<file path="src/rtl/spi_fifo_pkg.sv">
// Shared constants and helpers for the Quad-SPI receive/transmit FIFOs.
// Optional error flags are enabled by defining SPI_FIFO_ERR_FLAGS_EN.
package spi_fifo_pkg;

    localparam int RX_DATA_W = 8;
    localparam int RX_DEPTH  = 261;
    localparam int TX_DATA_W = 8;
    localparam int TX_DEPTH  = 261;

    function automatic int clog2(input int n);
        int r;
        r = 0;
        for (int v = n - 1; v > 0; v = v >> 1) begin
            r++;
        end
        return r;
    endfunction

    // Depth need not be a power of two, so wrap explicitly.
    function automatic int ptr_inc(input int ptr, input int depth);
        return (ptr == depth - 1) ? 0 : ptr + 1;
    endfunction

endpackage

</file>
<file path="src/rtl/spi_fifo_mem.sv">
// FIFO storage array: synchronous write, asynchronous read, no reset.
// Optional error flags are enabled by defining SPI_FIFO_ERR_FLAGS_EN.
module spi_fifo_mem
    import spi_fifo_pkg::*;
#(
    parameter int DATA_W = RX_DATA_W,
    parameter int DEPTH  = RX_DEPTH,
    parameter int PTR_W  = clog2(RX_DEPTH)
) (
    input  logic              clk,
    input  logic              we_i,
    input  logic [PTR_W-1:0]  waddr_i,
    input  logic [DATA_W-1:0] wdata_i,
    input  logic [PTR_W-1:0]  raddr_i,
    output logic [DATA_W-1:0] rdata_o
);

    logic [DATA_W-1:0] mem_q [DEPTH];

    always_ff @(posedge clk) begin
        if (we_i) begin
            mem_q[waddr_i] <= wdata_i;
        end
    end

    assign rdata_o = mem_q[raddr_i];

endmodule

</file>
<file path="src/rtl/spi_fifo_sync.sv">
// Show-ahead single-clock FIFO with almost flags, flush and fill count.
// Define SPI_FIFO_ERR_FLAGS_EN to add sticky overflow/underflow outputs.
module spi_fifo_sync
    import spi_fifo_pkg::*;
#(
    parameter int DATA_W    = RX_DATA_W,
    parameter int DEPTH     = RX_DEPTH,
    parameter int AE_THRESH = 1,
    parameter int AF_THRESH = 260,
    localparam int PTR_W    = clog2(DEPTH),
    localparam int CNT_W    = clog2(DEPTH + 1)
) (
    input  logic              clk,
    input  logic              reset_n,
    input  logic              flush,
    input  logic              wr_en,
    input  logic [DATA_W-1:0] data_in,
    input  logic              rd_en,
    output logic [DATA_W-1:0] data_out,
    output logic              empty,
    output logic              almost_empty,
    output logic              full,
    output logic              almost_full,
    output logic [CNT_W-1:0]  count
`ifdef SPI_FIFO_ERR_FLAGS_EN
    ,
    output logic              overflow,
    output logic              underflow
`endif
);

    localparam logic [CNT_W-1:0] CNT_MAX = CNT_W'(DEPTH);
    localparam logic [CNT_W-1:0] CNT_ONE = CNT_W'(1);
    localparam logic [CNT_W-1:0] AE_LVL  = CNT_W'(AE_THRESH);
    localparam logic [CNT_W-1:0] AF_LVL  = CNT_W'(AF_THRESH);

    logic [PTR_W-1:0] wr_ptr_q, wr_ptr_d;
    logic [PTR_W-1:0] rd_ptr_q, rd_ptr_d;
    logic [CNT_W-1:0] cnt_q, cnt_d;
    logic             empty_q, ae_q, full_q, af_q;
    logic             writing, reading, mem_we;

    always_comb begin
        writing  = wr_en & (~full_q | rd_en);
        reading  = rd_en & ~empty_q;
        mem_we   = writing & ~flush;
        wr_ptr_d = wr_ptr_q;
        rd_ptr_d = rd_ptr_q;
        cnt_d    = cnt_q;
        if (flush) begin
            wr_ptr_d = '0;
            rd_ptr_d = '0;
            cnt_d    = '0;
        end else begin
            if (writing) begin
                wr_ptr_d = PTR_W'(ptr_inc(int'(wr_ptr_q), DEPTH));
            end
            if (reading) begin
                rd_ptr_d = PTR_W'(ptr_inc(int'(rd_ptr_q), DEPTH));
            end
            case ({writing, reading})
                2'b10:   cnt_d = cnt_q + CNT_ONE;
                2'b01:   cnt_d = cnt_q - CNT_ONE;
                default: cnt_d = cnt_q;
            endcase
        end
    end

    // Flags come from the next count so they line up with count itself.
    always_ff @(posedge clk or negedge reset_n) begin
        if (!reset_n) begin
            wr_ptr_q <= '0;
            rd_ptr_q <= '0;
            cnt_q    <= '0;
            empty_q  <= 1'b1;
            ae_q     <= 1'b1;
            full_q   <= 1'b0;
            af_q     <= 1'b0;
        end else begin
            wr_ptr_q <= wr_ptr_d;
            rd_ptr_q <= rd_ptr_d;
            cnt_q    <= cnt_d;
            empty_q  <= (cnt_d == '0);
            ae_q     <= (cnt_d <= AE_LVL);
            full_q   <= (cnt_d == CNT_MAX);
            af_q     <= (cnt_d >= AF_LVL);
        end
    end

    assign empty        = empty_q;
    assign almost_empty = ae_q;
    assign full         = full_q;
    assign almost_full  = af_q;
    assign count        = cnt_q;

`ifdef SPI_FIFO_ERR_FLAGS_EN
    logic ovf_q, udf_q;

    always_ff @(posedge clk or negedge reset_n) begin
        if (!reset_n) begin
            ovf_q <= 1'b0;
            udf_q <= 1'b0;
        end else if (flush) begin
            ovf_q <= 1'b0;
            udf_q <= 1'b0;
        end else begin
            if (wr_en & full_q & ~rd_en) begin
                ovf_q <= 1'b1;
            end
            if (rd_en & empty_q) begin
                udf_q <= 1'b1;
            end
        end
    end

    assign overflow  = ovf_q;
    assign underflow = udf_q;
`endif

    spi_fifo_mem #(
        .DATA_W (DATA_W),
        .DEPTH  (DEPTH),
        .PTR_W  (PTR_W)
    ) u_mem (
        .clk     (clk),
        .we_i    (mem_we),
        .waddr_i (wr_ptr_q),
        .wdata_i (data_in),
        .raddr_i (rd_ptr_q),
        .rdata_o (data_out)
    );

endmodule

</file>
<file path="config.mk">
export PLATFORM = sky130hd
export DESIGN_NAME = spi_fifo_sync
export DESIGN_NICKNAME = d
export VERILOG_FILES = /design/src/rtl/spi_fifo_pkg.sv /design/src/rtl/spi_fifo_mem.sv /design/src/rtl/spi_fifo_sync.sv
export SDC_FILE = /design/constraint.sdc
export NUM_CORES = 2
export LEC_CHECK = 0
export BUFFER_PORTS_ARGS = -buffer_cell sky130_fd_sc_hd__buf_2
export CAP_MARGIN = 20
export CORE_ASPECT_RATIO = 1.25
export CORE_MARGIN = 10
export CORE_UTILIZATION = 55
export DETAILED_ROUTE_END_ITERATION = 6
export PLACE_DENSITY = 0.72
export SYNTH_ARGS = -nofsm -noshare
export SYNTH_HDL_FRONTEND = slang
export SYNTH_HIERARCHICAL = 1
export SYNTH_SLANG_ARGS = --single-unit
</file>
<file path="constraint.sdc">
create_clock -name clk -period 8.6 [get_ports clk]
set_input_delay 1.72 -clock clk [delete_from_list [all_inputs] [get_ports clk]]
set_output_delay 1.72 -clock clk [all_outputs]
set_load 0.005 [all_outputs]
</file>
# Yosys cells after proc, flatten, opt, wreduce, memory -nomap -nowiden
# Memory sizes are Yosys's and may differ from the RTL's.
# Cells that the tools add are included.
# op_classes
n_addsub	4
order_cmp	2
n_eq_ne	5
n_mux	10
bitwise	7
reduce_logical	3
# op_table
op	n
9-bit two-way mux	7
9-bit by 1-bit adder with 9-bit output (second input constant)	3
9-bit equality test (second input constant)	3
9-bit case mux with 2 select lines	1
9-bit >= comparator (second input constant)	1
9-bit by 1-bit less-or-equal comparator with 1-bit output (second input constant)	1
9-bit logical NOT	1
9-bit by 1-bit subtractor with 9-bit output (second input constant)	1
2-bit nonzero test	2
1-bit bitwise AND	3
1-bit inverter	3
2-bit by 1-bit equality test with 1-bit output (second input constant)	1
2-bit equality test (second input constant)	1
1-bit two-way mux	2
1-bit OR	1
# word_totals
reg_bits	31
ram_bits	2088
in_bits	13
out_inout_bits	21
wordCells	39
mem_count	1
# mem_list
memory	words	width	rd	rd_ports_with_merged_regs	write_ports	line_no	source
u_mem.mem_q	261	8	1	0	1	spi_fifo_mem.sv:18	logic [DATA_W-1:0] mem_q [DEPTH];

# Depth between registers and ports, before layout
# logic_depth
word_depth	7
depth_mapped	14
mapped_depth_nobuf	11

# Hierarchy
# Netlist, hierarchy kept.
# by_module_without_submodules
mod	n_inst	cells_per_inst	area_per_inst_um2	seq_area_each_um2
spi_fifo_mem	1	4035	81627.0	62700.1
spi_fifo_sync	1	257	2177.1	778.2

# Worst setup path before layout
# OpenSTA, ideal clock, no wires.
# synth_timing
path_type	input to register
from	input rd_en
to	register af_q (netlist: almost_full)
setup_time_ns	0.129
arrival_time_ns	4.464
required_time_ns	8.471
setup_slack_ns	4.007
cell_stages	14
path_buffers	4
path_cell_list	nor2b_1 -> clkbuf_1 -> ha_1 -> buf_6 -> buf_4 -> buf_6 -> xor2_1 -> ha_1 -> nor3b_1 -> a2111oi_0 -> nor2_1 -> xnor2_1 -> a311o_1 -> o41a_1
# synth_via
elab_chain_cells	6
elab_cells_between_ends	8
classes_between	1 x order compare; 2 x eq/ne; 2 x mux; 3 x bitwise
# synth_rtl
element	line_no	source
start, declared	spi_fifo_sync.sv:18	input logic rd_en,
1-bit OR	spi_fifo_sync.sv:44	writing = wr_en & (~full_q | rd_en);
1-bit bitwise AND	spi_fifo_sync.sv:44	
2-bit by 1-bit equality test with 1-bit output or 2-bit equality test (tied branches)	spi_fifo_sync.sv:61	case ({writing, reading})
9-bit case mux with 2 select lines (*)	spi_fifo_sync.sv:61	
9-bit two-way mux (*)	spi_fifo_sync.sv:50	if (flush) begin
9-bit >= comparator (*)	spi_fifo_sync.sv:86	af_q <= (cnt_d >= AF_LVL);
end signal, assigned	spi_fifo_sync.sv:86	
end, declared	spi_fifo_sync.sv:40	logic empty_q, ae_q, full_q, af_q;
# Mark *: on every way between the ends. The rest lies on a longest branch, timed or not.
# A chain may end at the register's enable or synchronous reset.

# Final worst setup path
# layout_timing
from	register rd_ptr_q[0]
to	output data_out[1]
# layout_via
elab_chain_cells	1
# layout_rtl
element	line_no	source
start, declared	spi_fifo_sync.sv:38	logic [PTR_W-1:0] rd_ptr_q, rd_ptr_d;
start signal, assigned	spi_fifo_sync.sv:81	rd_ptr_q <= rd_ptr_d;
memory read 261 x 8 bit	--	
end, declared	spi_fifo_sync.sv:19	output logic [DATA_W-1:0] data_out,
# Every way passes these cells.

==> summary.md <==
| Metric | Value |
|---|---|
| Outcome | `finished, violations left` |
| Violated checks | `design-rule violations` |
| Final setup vio count | `0` |
| WP buf/inv | `3` |
| Antenna Nets Post-Route | `0` |
| Crit-path cells | `buf_12, buf_4, mux4_2, mux4_2, nor2_1, a211oi_1, nor4_1, a2111oi_0, a211o_1, buf_2` |
| Hold/Removal Path Class | `reg2reg` |
| DR vias | `43400` |
| Total Neg Setup Slack | `0 ns` |
| Mapped Nets | `4312` |
| Worst setup SP type | `flop` |
| Clock Path Buffers | `3` |
| Final slew viol count | `0` |
| Root Driver | `clkbuf_16` |
| Port bufs | `33` |
| Syn_area_per_cell | `19.5 sq um` |
| H-tree Lvls | `4` |
| Simple-Gate Fraction of Synth Area | `0.0356` |
| Yosys warns | `6` |
| Max VDD drop | `0.000190 V` |
| Vias in the first global route | `42600` |
| Placed inst area | `85900 sq um` |
| WL final | `205000 um` |
| Synth Area in Adders | `0.00105` |
| CP Max Fanout | `48` |
| Clock slew at the register clock pins of the worst setup and hold paths | `0.07 ns` |
| Asr flop ratio synth | `0.0146` |
| CP dominant cell by count | `mux4_2` |
| Post-synthesis instance total | `4292` |
| Drt first pass iters | `7` |
| Kind of critical path | `reg2out` |
| Post-CTS sizing | `0` |
| Die area | `168000 sq um` |
| Final-stage net count | `4346` |
| Final design area excluding fillers | `91600 sq um` |
| GR Overflow Total | `0` |
| Synth Area in XOR/XNOR | `0.00125` |
| Routed wire per std cell | `31.6 um` |
| Largest family of logic cells by synthesized area | `multiplexers` |
| Layout cells sized above 1 | `0.177` |
| DR WL met3 | `19500 um` |
| Hpwl dp | `121000 um` |
| Compound-Gate Fraction of Synth Area | `0.0398` |
| Worst path slowest cell | `dfrtp_4` |
| Area added between synthesis and finish | `9.36%` |
| Data required, critical path | `6.88 ns` |
| Worst EP arrival | `5.28 ns` |
| First-pass GRT wire length | `299000 um` |
| Fin Clk Skew | `0.0327 ns` |
| I/O pin total | `34` |
| Hold buffers post-CTS | `0` |
| EDFF count, synth | `2088` |
| Pleak | `27.7 nW` |
| Max stage delay on crit path | `0.90 ns` |
| Gr usage total | `0.242` |
| Worst-margin pin slew | `1.25 ns` |
| Crit share post-route | `0.813` |
| Synth cell types | `75` |
| Post-synthesis sequential area ratio | `0.757` |
| Die H | `456 um` |
| Met2 routed wirelength | `101000 um` |
| Initial Utilization | `0.552` |
| Largest net degree at the start of global routing | `154` |
| DRC | `3` |
| Total CTS buffers | `185` |
| Vias per inst | `6.68` |
| Setup Fix Bufs, Post-CTS | `0` |
| Fmax | `0.143 GHz` |
| Initial antenna violation count | `6` |
| Worst skew pair latency | `0.83 ns` |
| Max-Cap Viols | `0` |
| Max-slew headroom | `0.157` |
| Mux cell area share after synthesis | `0.146` |
| # rows | `160` |
| RSZ-0062 raised after global routing | `false` |
| Synth Register Bits | `2119` |
| M1 WL | `75300 um` |
| Setup crit end kind | `output port` |
| Primary FF master, synth | `edfxtp_1` |
| Gpl congestion | `0.839` |
| First DRT Iteration DRCs | `5436` |
| Mapped cell area | `83800 sq um` |
| Cell Pwr Density | `239 nW/um^2` |
| CTS sink cnt | `2119` |
| Die X | `369 um` |
| Total core area | `152000 sq um` |
| Top sig layer | `met5` |
| Crit path time final | `7.00 ns` |
| TritonCTS clock tree | `done` |
| CP delay by family, top | `multiplexers` |
| Hold Violations, Final | `0` |
[per-layer routing]
layer,vias up,track usage
met4,2,0.109
met3,460,0.0480
met5,-,0
met1,22700,0.320
li1,17800,-
met2,2467,0.389
[state kept, by name, summed over array words and instances, names as in the netlist]
signal,flops
wr_ptr_q,9
empty,1
almost_empty,1
rd_ptr_q,9
count,9
full,1
almost_full,1
u_mem/mem_q,2088
[synthesized netlist by cell type (all sizes together), types with 25 or more instances]
cell type	n	area share
mux2i	325	0.039
dfrtp	29	0.0087
o21ai	60	0.0036
o22ai	83	0.0062
edfxtp	2088	0.75
nand3	30	0.0018
nor2	338	0.015
mux4	395	0.11
nor3	51	0.0030
o221ai	122	0.013
buf	122	0.012
a211oi	25	0.0022
a21oi	87	0.0052
nand2	134	0.0060
clkbuf	142	0.0064
[power breakdown]
| group | switching, mW | internal (mW) | total [mW] | leakage, nW |
|---|---|---|---|---|
| combinational | 1.41 | 1.09 | 2.50 | 5.77 |
| sequential | 0.0816 | 11.4 | 11.4 | 19.2 |
| clock | 3.60 | 4.36 | 7.96 | 2.79 |
| total | 5.09 | 16.8 | 21.9 | 27.7 |
[layout make-up]
class	count	area (sq um)
Antenna cell	1	2.50
Clock buffer	234	5000
Clock inverter	102	761
Fill cell	10500	60100
Inverter	17	68.8
Multi-Input combinational cell	1892	18800
Sequential cell	2119	63500
Tap cell	2025	2530
Timing Repair Buffer	111	1010
[cell usage in the layout (no fill, tap or decap), types with 27 or more instances in the layout]
| cell | count |
|---|---|
| o22ai_1 | 83 |
| mux2i_1 | 325 |
| o221ai_1 | 121 |
| nor2_1 | 338 |
| o21ai_0 | 60 |
| nor3_1 | 51 |
| nand2_1 | 133 |
| edfxtp_1 | 2088 |
| a21oi_1 | 87 |
| clkinv_2 | 32 |
| clkbuf_1 | 38 |
| clkbuf_16 | 192 |
| buf_4 | 62 |
| nand3_1 | 27 |
| mux4_2 | 392 |
| clkinv_1 | 40 |
[logic make-up after synthesis]
family                     after synthesis
and+or+nand+nor                        673
AOI/OAI and AO/OA                      474
muxes                                  726
DFF                                   2119
xor gates and xnor gates                12
buffers and inverters                  281
adders and majority gates                7
[tightest hold or removal path, cell delays in order (launching register included)]
cell and delay [ns]:
dfrtp_1 0.47, nand2_1 0.08, o21ai_0 0.08
[stage by stage]
stage / utilization / setup WS [ns] / cells / hold slack [ns] / power (mW)
floorplan: - / 4.01 / 4292 / 0.479 / 13.4
global placement: 0.566 / 2.46 / 6163 / 0.636 / 14.1
detailed placement: 0.566 / 2.43 / 6164 / 0.646 / 14.2
CTS: 0.604 / 1.52 / 6500 / 0.675 / 22.0
global route: 0.604 / 1.39 / 6500 / 0.708 / 22.5
finish: 0.604 / 1.60 / 6501 / 0.680 / 21.9
[path summary, 6_finish.rpt]
check                            startpoint  slack, ns  depth (start not counted)                  end
max in group asynchronous           reset_n       6.95                          1          rd_ptr_q[0]
worst min register to register  wr_ptr_q[8]       0.68                          2          wr_ptr_q[8]
worst max-delay path            rd_ptr_q[0]       1.60                         10          data_out[1]
worst max register to register         full       4.80                          7  u_mem/mem_q[227][3]
worst min-delay path            wr_ptr_q[8]       0.68                          2          wr_ptr_q[8]
min in group asynchronous           reset_n       0.99                          1                 full
No activity file was read; power rests on OpenSTA's default activity.
